**src/rtl/div_rs_pkg.sv**
```systemverilog
// Shared types for the divide reservation station: CDB packet, operand and entry records.
// The optional same-cycle wakeup bypass is enabled with DIV_RS_WAKEUP_BYPASS_EN.
package div_rs_pkg;

   localparam int DIV_RS_DEPTH = 4;
   localparam int DIV_RS_TAG_W = 4;

   typedef struct packed {
      logic [DIV_RS_TAG_W-1:0] dest_ROB_entry;
      logic [31:0]             result;
      logic                    load_step1;
   } CDB_packet_t;

   typedef struct packed {
      logic [31:0]             val;
      logic                    rdy;
      logic [DIV_RS_TAG_W-1:0] tag;
   } rs_operand_t;

   typedef struct packed {
      logic                    valid;
      logic [DIV_RS_TAG_W-1:0] rob;
      logic                    op;
      rs_operand_t             src1;
      rs_operand_t             src2;
   } div_rs_entry_t;

endpackage

```
**src/rtl/rs_operand_wakeup.sv**
```systemverilog
// One operand's CDB snoop: a waiting operand whose tag matches a counting broadcast
// takes the broadcast result and becomes ready.
module rs_operand_wakeup
   import div_rs_pkg::*;
(
   input  rs_operand_t              opnd_in,
   input  logic                     cdb_hit,
   input  logic [DIV_RS_TAG_W-1:0]  cdb_tag,
   input  logic [31:0]              cdb_result,
   output rs_operand_t              opnd_out
);

   logic match;

   always_comb begin
      match    = cdb_hit && !opnd_in.rdy && (opnd_in.tag == cdb_tag);
      opnd_out = opnd_in;
      if (match) begin
         opnd_out.val = cdb_result;
         opnd_out.rdy = 1'b1;
      end
   end

endmodule

```
**src/rtl/div_rs.sv**
```systemverilog
// Age-ordered compacting reservation station in front of the integer divider.
// Define DIV_RS_WAKEUP_BYPASS_EN to let a broadcast make an entry issue-eligible in the same cycle.
module div_rs
   import div_rs_pkg::*;
#(
   parameter int DEPTH = DIV_RS_DEPTH,
   parameter int TAG_W = DIV_RS_TAG_W
)
(
   input  logic                       clk,
   input  logic                       reset,
   input  logic                       flush,
   input  logic                       dispatch_valid,
   output logic                       dispatch_ready,
   input  logic [TAG_W-1:0]           dispatch_rob,
   input  logic                       dispatch_op,
   input  logic [31:0]                src1_val,
   input  logic [31:0]                src2_val,
   input  logic                       src1_rdy,
   input  logic                       src2_rdy,
   input  logic [TAG_W-1:0]           src1_tag,
   input  logic [TAG_W-1:0]           src2_tag,
   input  logic                       cdb_valid,
   input  CDB_packet_t                cdb_in,
   input  logic                       fu_ready,
   output logic                       issue_valid,
   output logic [TAG_W-1:0]           issue_rob,
   output logic                       issue_op,
   output logic [31:0]                issue_dividend,
   output logic [31:0]                issue_divisor,
   output logic [$clog2(DEPTH+1)-1:0] occupancy
);

   localparam int OCC_W = $clog2(DEPTH+1);
   localparam int IDX_W = $clog2(DEPTH);
   localparam logic [OCC_W-1:0] DEPTH_C = OCC_W'(DEPTH);

   div_rs_entry_t    entries_q [DEPTH];
   div_rs_entry_t    entries_d [DEPTH];
   div_rs_entry_t    woken     [DEPTH+1];
   rs_operand_t      woke1     [DEPTH];
   rs_operand_t      woke2     [DEPTH];
   logic [OCC_W-1:0] occ_q, occ_d;
   rs_operand_t      disp_src1, disp_src2, disp_woke1, disp_woke2;
   logic             cdb_hit;
   logic [DEPTH-1:0] elig;
   logic [IDX_W-1:0] issue_idx;
   div_rs_entry_t    issue_entry;
   logic             accept;
   logic [OCC_W-1:0] tail;

   assign cdb_hit = cdb_valid && !cdb_in.load_step1;

   for (genvar g = 0; g < DEPTH; g++) begin : g_entry
      rs_operand_wakeup u_src1 (
         .opnd_in    (entries_q[g].src1),
         .cdb_hit    (cdb_hit),
         .cdb_tag    (cdb_in.dest_ROB_entry),
         .cdb_result (cdb_in.result),
         .opnd_out   (woke1[g])
      );
      rs_operand_wakeup u_src2 (
         .opnd_in    (entries_q[g].src2),
         .cdb_hit    (cdb_hit),
         .cdb_tag    (cdb_in.dest_ROB_entry),
         .cdb_result (cdb_in.result),
         .opnd_out   (woke2[g])
      );
   end

   assign disp_src1 = '{val: src1_val, rdy: src1_rdy, tag: src1_tag};
   assign disp_src2 = '{val: src2_val, rdy: src2_rdy, tag: src2_tag};

   rs_operand_wakeup u_disp_src1 (
      .opnd_in    (disp_src1),
      .cdb_hit    (cdb_hit),
      .cdb_tag    (cdb_in.dest_ROB_entry),
      .cdb_result (cdb_in.result),
      .opnd_out   (disp_woke1)
   );
   rs_operand_wakeup u_disp_src2 (
      .opnd_in    (disp_src2),
      .cdb_hit    (cdb_hit),
      .cdb_tag    (cdb_in.dest_ROB_entry),
      .cdb_result (cdb_in.result),
      .opnd_out   (disp_woke2)
   );

   // woken[DEPTH] is an empty sentinel so the shift-down can read one past the end.
   always_comb begin
      for (int i = 0; i < DEPTH; i++) begin
         woken[i]      = entries_q[i];
         woken[i].src1 = woke1[i];
         woken[i].src2 = woke2[i];
      end
      woken[DEPTH] = '0;
   end

   always_comb begin
      elig      = '0;
      issue_idx = '0;
      for (int i = 0; i < DEPTH; i++) begin
`ifdef DIV_RS_WAKEUP_BYPASS_EN
         elig[i] = woken[i].valid && woken[i].src1.rdy && woken[i].src2.rdy;
`else
         elig[i] = entries_q[i].valid && entries_q[i].src1.rdy && entries_q[i].src2.rdy;
`endif
      end
      for (int i = DEPTH - 1; i >= 0; i--) begin
         if (elig[i]) issue_idx = IDX_W'(i);
      end
`ifdef DIV_RS_WAKEUP_BYPASS_EN
      issue_entry = woken[issue_idx];
`else
      issue_entry = entries_q[issue_idx];
`endif
   end

   assign issue_valid    = fu_ready && (|elig) && !flush;
   assign issue_rob      = issue_valid ? issue_entry.rob      : '0;
   assign issue_op       = issue_valid ? issue_entry.op       : 1'b0;
   assign issue_dividend = issue_valid ? issue_entry.src1.val : '0;
   assign issue_divisor  = issue_valid ? issue_entry.src2.val : '0;

   assign dispatch_ready = (occ_q < DEPTH_C);
   assign occupancy      = occ_q;

   // Remove the issued entry and compact first, then allocate at the new tail.
   always_comb begin
      accept = dispatch_valid && dispatch_ready && !flush;
      tail   = occ_q - OCC_W'(issue_valid);
      occ_d  = occ_q + OCC_W'(accept) - OCC_W'(issue_valid);
      for (int i = 0; i < DEPTH; i++) begin
         if (issue_valid && (IDX_W'(i) >= issue_idx)) entries_d[i] = woken[i+1];
         else                                          entries_d[i] = woken[i];
         if (accept && (OCC_W'(i) == tail)) begin
            entries_d[i].valid = 1'b1;
            entries_d[i].rob   = dispatch_rob;
            entries_d[i].op    = dispatch_op;
            entries_d[i].src1  = disp_woke1;
            entries_d[i].src2  = disp_woke2;
         end
      end
      if (flush) begin
         for (int i = 0; i < DEPTH; i++) entries_d[i] = '0;
         occ_d = '0;
      end
   end

   always_ff @(posedge clk or negedge reset) begin
      if (!reset) begin
         for (int i = 0; i < DEPTH; i++) entries_q[i] <= '0;
         occ_q <= '0;
      end else begin
         entries_q <= entries_d;
         occ_q     <= occ_d;
      end
   end

endmodule

```
**config.mk**
```make
export PLATFORM = sky130hd
export DESIGN_NAME = div_rs
export DESIGN_NICKNAME = d
export VERILOG_FILES = /design/src/rtl/div_rs_pkg.sv /design/src/rtl/rs_operand_wakeup.sv /design/src/rtl/div_rs.sv
export SDC_FILE = /design/constraint.sdc
export NUM_CORES = 1
export LEC_CHECK = 0
export CAP_MARGIN = 30
export CORE_MARGIN = 8
export CORE_UTILIZATION = 60
export CTS_CLUSTER_DIAMETER = 120
export CTS_CLUSTER_SIZE = 30
export DETAILED_ROUTE_END_ITERATION = 6
export PLACE_DENSITY = 0.81
export RECOVER_POWER = 25
export REMOVE_ABC_BUFFERS = 1
export SETUP_SLACK_MARGIN = 0.05
export SLEW_MARGIN = 20
export SYNTH_ARGS = -nofsm -noshare
export SYNTH_HDL_FRONTEND = slang
export SYNTH_HIERARCHICAL = 1
export SYNTH_SLANG_ARGS = --single-unit
```
**constraint.sdc**
```tcl
create_clock -name clk -period 3.2 [get_ports clk]
set_input_delay 0.48 -clock clk [delete_from_list [all_inputs] [get_ports clk]]
set_output_delay 0.48 -clock clk [all_outputs]
set_load 0.03 [all_outputs]
```
After elaboration in Yosys (flattened, before gate mapping)
Index checks and enable logic that the tools add are counted.

Bits in latches: 0. Input port bits: 122. Word-level logic and storage cells: 152. Register bits after elaboration: 323. Bits in read-only memories: 0. Memories kept: 0. Bits in writable memories: 0.

Muxes and demuxes: 31. Bitwise gates (word level): 1. Shift operators: 0. Multipliers: 0. Equality and inequality tests: 13. Magnitude comparators: 6. Divide/modulo/power cells: 0. Reductions and logical operators: 61. $add $sub $neg: 3.

Operators by type and width (count): 80-bit 2-to-1 mux (8); 33-bit 2-to-1 mux (10); 320-bit 2-to-1 mux (1); 80-bit binary-select mux with 2-bit select (1); 79-bit 2-to-1 mux (2); 32-bit 2-to-1 mux (2); 1-bit logical AND (41); 4-bit equality test (10); 1-bit logical NOT (12); 3-bit nonzero test (4); 2-bit 2-to-1 mux (4); 4-bit nonzero test (2); 2-bit by 3-bit equality test with 1-bit output, first input constant (2); 3-bit by 1-bit subtractor with 3-bit output (2); 1-bit by 2-bit >= comparator with 1-bit output, first input constant (2); 2-bit >= comparator, first input constant (2); 4-bit 2-to-1 mux (1); 4-bit OR reduction (1); 3-bit by 1-bit adder with 3-bit output (1); 1-bit by 3-bit equality test with 1-bit output, first input constant (1); 3-bit >= comparator, second input constant (1); 3-bit logical NOT (1); 3-bit less-than comparator, second input constant (1); 3-bit 2-to-1 mux (1); 2 further kinds (2).

Depth between registers and ports, before layout
Gate-level depths: netlist of run 1.

Depth after elaboration: 11. Mapped depth: 13. Depth with buffers taken out: 11.

By module
The synthesis of run 1 kept the hierarchy.

Modules (own cells, without submodules): div_rs (cells an instance 1851, times used 1, seq. area each 8082.8 sq um, area an instance 16849.9 sq um); rs_operand_wakeup (cells an instance 46, times used 10, seq. area each 0.0 sq um, area an instance 608.1 sq um).

Worst setup path before layout of run 1
Ideal clock, no wire load.

Path type: input-to-reg. Start point: in cdb_valid. End point: reg entries_q[258] (netlist name). Setup slack: 0.353 ns. Stages: 6. Arrival time: 2.712 ns. Path through: nor2b_1 > nand4b_4 > buf_6 > mux2_4 > mux2i_1 > o31ai_1.

RTL lines: start: declaration (RTL line div_rs.sv:23) `input logic cdb_valid,`; end signal: assignment (RTL line div_rs.sv:155) `entries_q <= entries_d;`; end: declaration (RTL line div_rs.sv:38) `div_rs_entry_t entries_q [DEPTH];`.

Worst setup path after layout of run 1
Start point: reg entries_q[79] (netlist name). End point: out issue_divisor[20].

Cells in the longest elaborated chain, start to end: 11.

RTL lines: 1-bit logical AND (*) (2 in series) (RTL line div_rs.sv:106) `elig[i] = entries_q[i].valid && entries_q[i].src1.rdy && entries_q[i].src2.rdy;`; 2-bit 2-to-1 mux (4 in series) (RTL line div_rs.sv:110) `if (elig[i]) issue_idx = IDX_W'(i);`; 2-bit inverter with 3-bit output (implied by the code) (RTL line div_rs.sv:115) `issue_entry = entries_q[issue_idx];`; 80-bit binary-select mux with 2-bit select (RTL line div_rs.sv:115); 79-bit 2-to-1 mux (implied by the code) (2 in series) (RTL line div_rs.sv:115); 32-bit 2-to-1 mux (*) (RTL line div_rs.sv:123) `assign issue_divisor = issue_valid ? issue_entry.src2.val : '0;`; end: declaration (RTL line div_rs.sv:30) `output logic [31:0] issue_divisor,`.

Every way passes the cells marked *; elsewhere a longest branch is shown, timed or not. The select of a mux whose other input is x is not followed.

==> results of run 1 <==
==> power breakdown <==
group	total, µW	internal (µW)	leakage [µW]	switching (µW)
registers	4410	4280	0.00444	132
logic	1660	769	0.00662	890
clock network	2350	939	0.000203	1410
==> per-stage QoR <==
stage	cell area, µm²	hold slack [ns]	power [µW]	instances
CTS	25700	0.464	8350	2879
global placement	25200	0.516	6030	2858
detailed placement	25200	0.519	6100	2858
finish	25800	0.477	8420	2888
floorplan	21500	0.184	5390	2061
global route	25800	0.488	8660	2888
==> sequential cells by signal (all words and copies together) (netlist names) <==
name,cells
occupancy,3
entries_q,320
==> path summary, 6_finish.rpt <==
path	start	to	cells after the start
worst max-delay path	entries_q[79]$_DFFE_PN0P_	issue_divisor[20]	8
worst min-delay path	flush	occupancy[1]$_DFF_PN0_	3
worst max register to register	entries_q[201]$_DFF_PN0_	entries_q[223]$_DFF_PN0_	9
worst min register to register	entries_q[76]$_DFFE_PN0P_	entries_q[156]$_DFFE_PN0P_	2
max in group asynchronous	reset	entries_q[268]$_DFF_PN0_	3
min in group asynchronous	reset	entries_q[318]$_DFFE_PN0P_	2
==> worst min-delay path: stages <==
cell	delay [ns]
buf_6	0.14
buf_4	0.23
nor2_1	0.12
==> area by class of cell <==
type | count | area share (%)
Timing Repair Buffer | 299 | 12.1
Sequential cell | 323 | 31.3
Clock inverter | 2 | 0.136
Inverter | 17 | 0.257
Clock buffer | 15 | 1.45
Tap cell | 511 | 2.48
Multi-Input combinational cell | 1721 | 52.3
==> per-layer routing <==
layer  wire length, µm  vias up  part of all wire, %
li1                  -     8427                    -
met1             28300     9785                   37
met2             35400     1463                   46
met3              9110      322                   12
met4              3790        0                  4.9
met5                 0        -                    0
==> cells by family (layout without fill, tap and decap cells) <==
logic type | Yosys count | after routing | synth area share [%]
xor+xnor | 42 | 42 | 1.60
buf+inv | 267 | 333 | 6.50
fa+ha+maj | 5 | 5 | 0.306
mux | 521 | 521 | 29.2
simple gates | 738 | 738 | 14.7
compound gates | 415 | 415 | 12.4
flops | 323 | 323 | 35.2
==> timing repair <==
action	CTS	global route
gates resized for setup	2	17
pin swaps	1	2
hold endpoints to repair	73	0
hold buffers	1	0
setup buffers	2	7
cloned	1	2
setup endpoints to repair	56	45
==> cell usage in the layout (no fill, tap or decap), types with 3 or more instances in the layout <==
cell | Yosys | routed
a21oi_1 | 12 | 11
a221o_1 | 10 | 10
a311oi_1 | 76 | 76
a31oi_1 | 53 | 53
buf_12 | 0 | 37
buf_4 | 53 | 125
buf_6 | 33 | 6
clkbuf_16 | 0 | 17
clkdlybuf4s50_1 | 0 | 124
dfrtp_1 | 323 | 323
ha_1 | 4 | 4
inv_1 | 16 | 16
mux2_2 | 30 | 30
mux2_4 | 290 | 290
mux2i_1 | 201 | 199
nand2_1 | 408 | 406
nand2b_1 | 10 | 10
nand3_1 | 121 | 118
nand3_2 | 0 | 3
nand4_1 | 27 | 27
nand4b_4 | 10 | 10
nor2_1 | 134 | 133
nor2b_1 | 4 | 3
nor3_2 | 11 | 11
o211ai_1 | 9 | 9
o21ai_0 | 99 | 99
o22ai_1 | 67 | 62
o22ai_2 | 0 | 5
o2bb2ai_1 | 20 | 20
o31ai_1 | 54 | 54
o32ai_1 | 9 | 9
xnor2_1 | 12 | 12
xor2_1 | 30 | 30
==> impl_metrics.tcl, run 1 <==
set metrics [dict create \
    status "complete, but fails checks" \
    violations "max-capacitance violations, max-slew violations" \
    grt_use_met2_pct 53.2 \
    place_worst_setup_slack_ns 0.142 \
    seq_area_um2 8080 \
    grt_use_total_pct 33.0 \
    setup_viol 0 \
    initial_core_util_pct 60.9 \
    syn_inst 2311 \
    synth_flop_cell "dfrtp_1" \
    vias_per_cell 6.92 \
    wirelength_mm 76.6 \
    setup-tns-final_ns 0 \
    drv_slew 75 \
    dr.first_iter.drc_count 2470 \
    synth-edff-count 0 \
    cp_slowest_cell "dfrtp_1" \
    clk_latency_ns 0.54 \
    fp.dieH_um 211 \
    grt_pass1_wl_mm 118 \
    crit_chain "nand3_1 -> buf_4 -> a211oi_4 -> buf_4 -> bufbuf_16 -> mux2i_2 -> o22ai_1 -> buf_4" \
    finClkSkew_ns 0.0205 \
    synth_common_cells "nand2_1 (408), dfrtp_1 (323), mux2_4 (290), mux2i_1 (201), nor2_1 (134)" \
    ys_seq_area_share_pct 35.2 \
    dp_hpwl_mm 45.6 \
    grt_pass1_vias 20800 \
    antenna_found_initial 0 \
    crit_path_end_kind "output pin" \
    nets 2503 \
    clk_path_buf_depth 3 \
    synth.top_cell.area_share_pct 35.2 \
    synth_top_area_cell "dfrtp_1" \
    synth_seq_cells 323 \
    required_ns 2.72 \
    rsz0062_at_grt "true" \
    diodes 0 \
    gp_congestion 0.880 \
    critPathKind "flip-flop to output pin" \
    yosysUniqueCellTypes 48 \
    clk_pin_slew_worst_paths_ns 0.12 \
    holdCritPathClass "primary input to flip-flop" \
    overflow 0 \
    core-area_um2 37700 \
    numCtsBuffers 14 \
    tightestPinTransition_ns 2.26 \
    syn_area_um2 22900 \
    p_leak_uw 0.0113 \
    io_buffers 195 \
    critical_path.top_delay_family "buffers and inverters" \
    hold_violations 0 \
    crit_arrival_ns 2.66 \
    cp_common_cell "buf_4" \
    drt_first_pass_iters 6 \
    synth_area_per_cell_um2 9.92 \
    yosysMostFrequentCell "nand2_1" \
    area_growth_syn_to_layout_pct 12.6 \
    n_fill_cell 2822 \
    rrSetupSlack_ns 0.21 \
    post_route_cells_drive_above_1_share_pct 23.6 \
    multi_input_area_um2 13500 \
    powerDensity_nw_per_um2 326 \
    vias 20000 \
    synth.area.top_cells "dfrtp_1 (35%), mux2_4 (19%), mux2i_1 (8.8%)" \
    fp.dieW_um 211 \
    worst-path-buf-inv 4 \
    dieArea_um2 44700 \
    async_reset_ff_share_pct 100 \
    post-route-util_pct 68.6 \
    cts_root_buf "clkbuf_16" \
    cp_slowest_stage_delay_ns 0.42 \
    relSlewSlack_pct -50.4 \
    fmax_ghz 0.318 \
    grt_use_met3_pct 7.32 \
    cts_tree "built" \
    fin_crit_sh_pct 98.2 \
    layout_setup_ws_ns 0.0570 \
    ant_nets 0 \
    drc 0 \
    htreeDepth 1 \
    finalCriticalPeriod_ns 3.14 \
    grt_max_degree 127 \
    cap_violations 1 \
    worstPathMaxFanout 19 \
    top_usage_layer "met2" \
    fp-row-count 71 \
    num_io_pins 196 \
    ir_drop_mv 0.290 \
    start_kind "flip-flop" \
    yosys_warnings 6 \
    wire_per_inst_um 26.5 \
    cts.sinks 323 \
    grt_use_met1_pct 41.3 \
]
Power figures use the tool's default switching activity.
==> run 2: changes to the inputs <==
- CAP_MARGIN: 30 -> 10
- CORE_UTILIZATION: 60 -> 40
- PLACE_DENSITY: 0.81 -> 0.58
==> impl_metrics.tcl, run 2 (synthesized netlist as in run 1, its figures left out) <==
set metrics [dict create \
    dr.first_iter.drc_count 1970 \
    grt_use_met3_pct 3.75 \
    numCtsBuffers 15 \
    cts_tree "built" \
    io_buffers 195 \
    diodes 0 \
    post_route_cells_drive_above_1_share_pct 24.4 \
    fmax_ghz 0.318 \
    relSlewSlack_pct 6.43 \
    holdPathStages 2 \
    placed_area_um2 25900 \
    largest_reg_flops 320 \
    antenna_found_initial 0 \
    status "completed" \
    setup-tns-final_ns 0 \
    fin_crit_sh_pct 98.2 \
    rrSetupSlack_ns 0.14 \
    overflow 0 \
    dp_hpwl_mm 50.5 \
    r2r-end "entries_q[198]$_DFF_PN0_" \
    fp.dieH_um 255 \
    setup_viol 0 \
    rsz0062_at_grt "true" \
    rr_startpoint "entries_q[79]$_DFFE_PN0P_" \
    drv_slew 0 \
    grt_use_total_pct 24.3 \
    ir_drop_mv 0.306 \
    grt_use_met1_pct 32.9 \
    grt_pass1_wl_mm 127 \
    finClkSkew_ns 0.0231 \
    fp.dieW_um 255 \
    crit_chain "and3_1 -> buf_4 -> o211ai_1 -> buf_4 -> buf_12 -> o22ai_1 -> buf_12" \
    cts_root_buf "clkbuf_16" \
    holdCritPathClass "primary input to flip-flop" \
    dieArea_um2 65200 \
    cp_slowest_cell "dfrtp_1" \
    core-area_um2 56500 \
    mostFrequentLayoutCell "nand2_1" \
    drt_first_pass_iters 6 \
    power_uw 8530 \
    fin_hold_ws_ns 0.204 \
    post-route-util_pct 47.0 \
    clk_pin_slew_worst_paths_ns 0.12 \
    gp_congestion 0.807 \
    fp-row-count 87 \
    critPathKind "flip-flop to output pin" \
    top_usage_layer "met2" \
    initial_core_util_pct 40.6 \
    final_cell_mix "nand2_1 (406), dfrtp_1 (323), mux2_4 (290)" \
    crit_path_end_kind "output pin" \
    start_kind "flip-flop" \
    vias_per_cell 6.10 \
    num_io_pins 196 \
    cp_slowest_stage_delay_ns 0.43 \
    powerDensity_nw_per_um2 321 \
    worstPathMaxFanout 36 \
    grt_max_degree 100 \
    wirelength_mm 82.7 \
    cts.sinks 323 \
    crit_arrival_ns 2.66 \
    drc 0 \
    wire_per_inst_um 26.3 \
    clk_path_buf_depth 3 \
    regMostFlops "entries_q" \
    holdCritStartpoint "flush" \
    grt_pass1_vias 20000 \
    htreeDepth 1 \
    ant_nets 0 \
    grt_use_met2_pct 39.7 \
    finalCriticalPeriod_ns 3.14 \
    critical_path.top_delay_family "buffers and inverters" \
    p_leak_uw 0.0114 \
    reg2regPathDepth 12 \
    area_growth_syn_to_layout_pct 15.8 \
    tightestPinTransition_ns 1.40 \
    vias 19200 \
    worst-path-buf-inv 4 \
    hold_path_end "entries_q[49]$_DFF_PN0_" \
    hold_violations 0 \
    clk_latency_ns 0.54 \
    nets 2515 \
    required_ns 2.72 \
    cap_violations 0 \
    design_area_um2 26600 \
]
[run 2: worst max-delay path by stage]
stage	start	to	slack, ns	cells past startpoint
after floorplan	entries_q[164]$_DFF_PN0_	issue_dividend[0]	-11.94	4
after global placement	fu_ready	entries_q[191]$_DFF_PN0_	0.09	11
after detailed placement	fu_ready	entries_q[196]$_DFF_PN0_	0.04	11
after CTS	entries_q[79]$_DFFE_PN0P_	issue_divisor[11]	0.04	8
after global routing	entries_q[79]$_DFFE_PN0P_	issue_divisor[27]	-0.002	8
final	entries_q[201]$_DFF_PN0_	issue_dividend[26]	0.06	7
[run 2: area by class of cell]
| type | instances | area [µm²] |
|---|---|---|
| Tap cell | 756 | 946 |
| Timing Repair Buffer | 310 | 3440 |
| Sequential cell | 323 | 8080 |
| Multi-Input combinational cell | 1721 | 13600 |
| Inverter | 17 | 66.3 |
| Fill cell | 5217 | 29900 |
| Clock buffer | 18 | 417 |
| Clock inverter | 4 | 40.0 |
[run 2: worst reg2reg max path: cells and delay by family, from the launching register on]
family          cells  cell delay [ns]
buf+inv             3             0.70
fa+ha+maj           2             0.42
flops               1             0.43
compound gates      1             0.17
simple gates        6             1.22
[run 2: repair_timing]
action | CTS | global route
endpoints found under the hold margin | 40 | 0
pin swaps | 2 | 3
buffers inserted | 4 | 4
gates resized for setup | 12 | 24
hold buffers | 1 | 0
endpoints found under the setup margin | 60 | 71
[run 2: stage by stage]
stage / setup slack, ns / std cells
after global placement: 0.0924 / 3119
after floorplan: -11.94 / 2061
final: 0.0572 / 3149
after detailed placement: 0.0361 / 3119
after CTS: 0.0382 / 3146
after global routing: -0.00201 / 3149
[run 2: where the power goes]
group | internal (µW) | total [µW] | switching [µW]
Combinational | 771 | 1670 | 899
Sequential | 4280 | 4410 | 131
Clock | 967 | 2450 | 1480
[run 2: layer usage]
metal	part of all wire, %	vias up
li1	-	8446
met1	43	9708
met2	47	908
met3	7.3	139
met4	2.5	0
met5	0	-
==> run 3: changes to the inputs <==
- MAX_ROUTING_LAYER: default -> met4
- SETUP_SLACK_MARGIN: 0.05 -> 0.15
==> impl_metrics.tcl, run 3 (synthesized netlist as in run 1, its figures left out) <==
set metrics [dict create \
    largest_reg_flops 320 \
    overflow 0 \
    vias_per_cell 6.09 \
    nets 2529 \
    dieArea_um2 65200 \
    grt_pass1_wl_mm 127 \
    dr_wl_met2_mm 39.2 \
    initial_core_util_pct 40.6 \
    cts_root_buf "clkbuf_16" \
    hold_violations 0 \
    post-route-util_pct 47.5 \
    io_buffers 195 \
    powerDensity_nw_per_um2 319 \
    ant_nets 0 \
    drc 0 \
    setup_viol 0 \
    regMostFlops "entries_q" \
    clk_latency_ns 0.54 \
    cts.sinks 323 \
    ir_drop_mv 0.306 \
    rsz0062_at_grt "true" \
    clk_pin_slew_worst_paths_ns 0.12 \
    core-area_um2 56500 \
    finalCriticalPeriod_ns 3.03 \
    layout_setup_ws_ns 0.166 \
    area_growth_syn_to_layout_pct 16.9 \
    grt_use_total_pct 25.1 \
    antenna_found_initial 0 \
    cts_tree "built" \
    p_leak_uw 0.0115 \
    wl_met3_mm 5.90 \
    drt_first_pass_iters 7 \
    cap_violations 0 \
    diodes 0 \
    status "completed" \
    fp.dieW_um 255 \
    power_uw 8550 \
    worstPathMaxFanout 30 \
    vias 19300 \
    num_io_pins 196 \
    critical_path.top_delay_family "buffers and inverters" \
    place_worst_setup_slack_ns 0.0361 \
    fp-row-count 87 \
    crit_chain "nand3_2 -> buf_4 -> a211oi_4 -> buf_12 -> buf_16 -> mux2i_1 -> o22ai_1 -> buf_4" \
    crit_path_end_kind "output pin" \
    cp_slowest_cell "dfrtp_1" \
    top_layer "met4" \
    worst-path-buf-inv 4 \
    crit_arrival_ns 2.55 \
    mostFrequentLayoutCell "nand2_1" \
    post_route_cells_drive_above_1_share_pct 25.4 \
    required_ns 2.72 \
    wire_per_inst_um 26.4 \
    final_cell_mix "nand2_1 (406), dfrtp_1 (323), mux2_4 (290)" \
    drv_slew 0 \
    drt-met1-wl_mm 36.2 \
    critPathKind "flip-flop to output pin" \
    htreeDepth 1 \
    dr.first_iter.drc_count 1918 \
    fin_crit_sh_pct 94.8 \
    fp.dieH_um 255 \
    dp_hpwl_mm 50.5 \
    finClkSkew_ns 0.0220 \
    holdCritPathClass "primary input to flip-flop" \
    cp_slowest_stage_delay_ns 0.41 \
    gp_congestion 0.818 \
    tightestPinTransition_ns 1.43 \
    wirelength_mm 83.4 \
    fmax_ghz 0.330 \
    grt_pass1_vias 20000 \
    grt_max_degree 100 \
    cp_common_cell "buf_4" \
    clk_path_buf_depth 3 \
    relSlewSlack_pct 4.81 \
    numCtsBuffers 15 \
    start_kind "flip-flop" \
]
[run 3: metrics by stage]
stage	std cells	setup TNS [ns]	area, µm²	hold WS, ns
after floorplan	2061	-1319.22	21500	0.184
after global placement	3119	0	25900	0.428
after detailed placement	3119	0	25900	0.435
after CTS	3151	0	26600	0.196
after global routing	3163	0	26800	0.186
final	3163	0	26800	0.204
[run 3: routing by layer]
metal | vias up | track usage [%]
met3 | 139 | 3.77
met2 | 870 | 40.0
li1 | 8476 | -
met4 | 0 | 6.99
met1 | 9788 | 33.0
met5 | - | -
[run 3: final timing paths]
kind                                           start                         end  slack, ns  depth (start not counted)
max                        entries_q[79]$_DFFE_PN0P_           issue_dividend[5]       0.17                          8
min                                            flush     entries_q[49]$_DFF_PN0_       0.20                          2
max reg2reg                 entries_q[281]$_DFF_PN0_    entries_q[285]$_DFF_PN0_       0.30                         10
min reg2reg                entries_q[74]$_DFFE_PN0P_  entries_q[154]$_DFFE_PN0P_       0.56                          2
max in group asynchronous                      reset    entries_q[292]$_DFF_PN0_       0.44                          3
min in group asynchronous                      reset      entries_q[0]$_DFF_PN0_       0.81                          2
[run 3: cell type report]
type,count,area [µm²]
clock inverter,4,40.0
fill,5197,29700
multi-input combinational,1721,13600
clock buffer,18,417
sequential,323,8080
inverter,17,66.3
timing repair buffer,324,3630
tap,756,946
[run 3: where the power goes]
group | internal [µW] | switching [µW]
registers | 4280 | 132
logic | 775 | 904
clock network | 967 | 1490
total | 6020 | 2530
[run 3: worst register-to-register path, cell delays in order, from the launching register on]
cell,delay (ns)
dfrtp_1,0.45
nand3_2,0.13
nand4_1,0.25
and2_4,0.25
ha_1,0.20
ha_1,0.21
nor4b_4,0.27
buf_4,0.19
and3_4,0.36
buf_12,0.28
o31ai_1,0.15
[run 3: timing repair]
| item | CTS | global route |
|---|---|---|
| cloned | 1 | 1 |
| hold endpoints to repair | 40 | 0 |
| pin swaps | 2 | 9 |
| setup endpoints to repair | 67 | 267 |
| setup buffers | 8 | 11 |
| hold buffers | 1 | 0 |
| gates resized for setup | 36 | 23 |
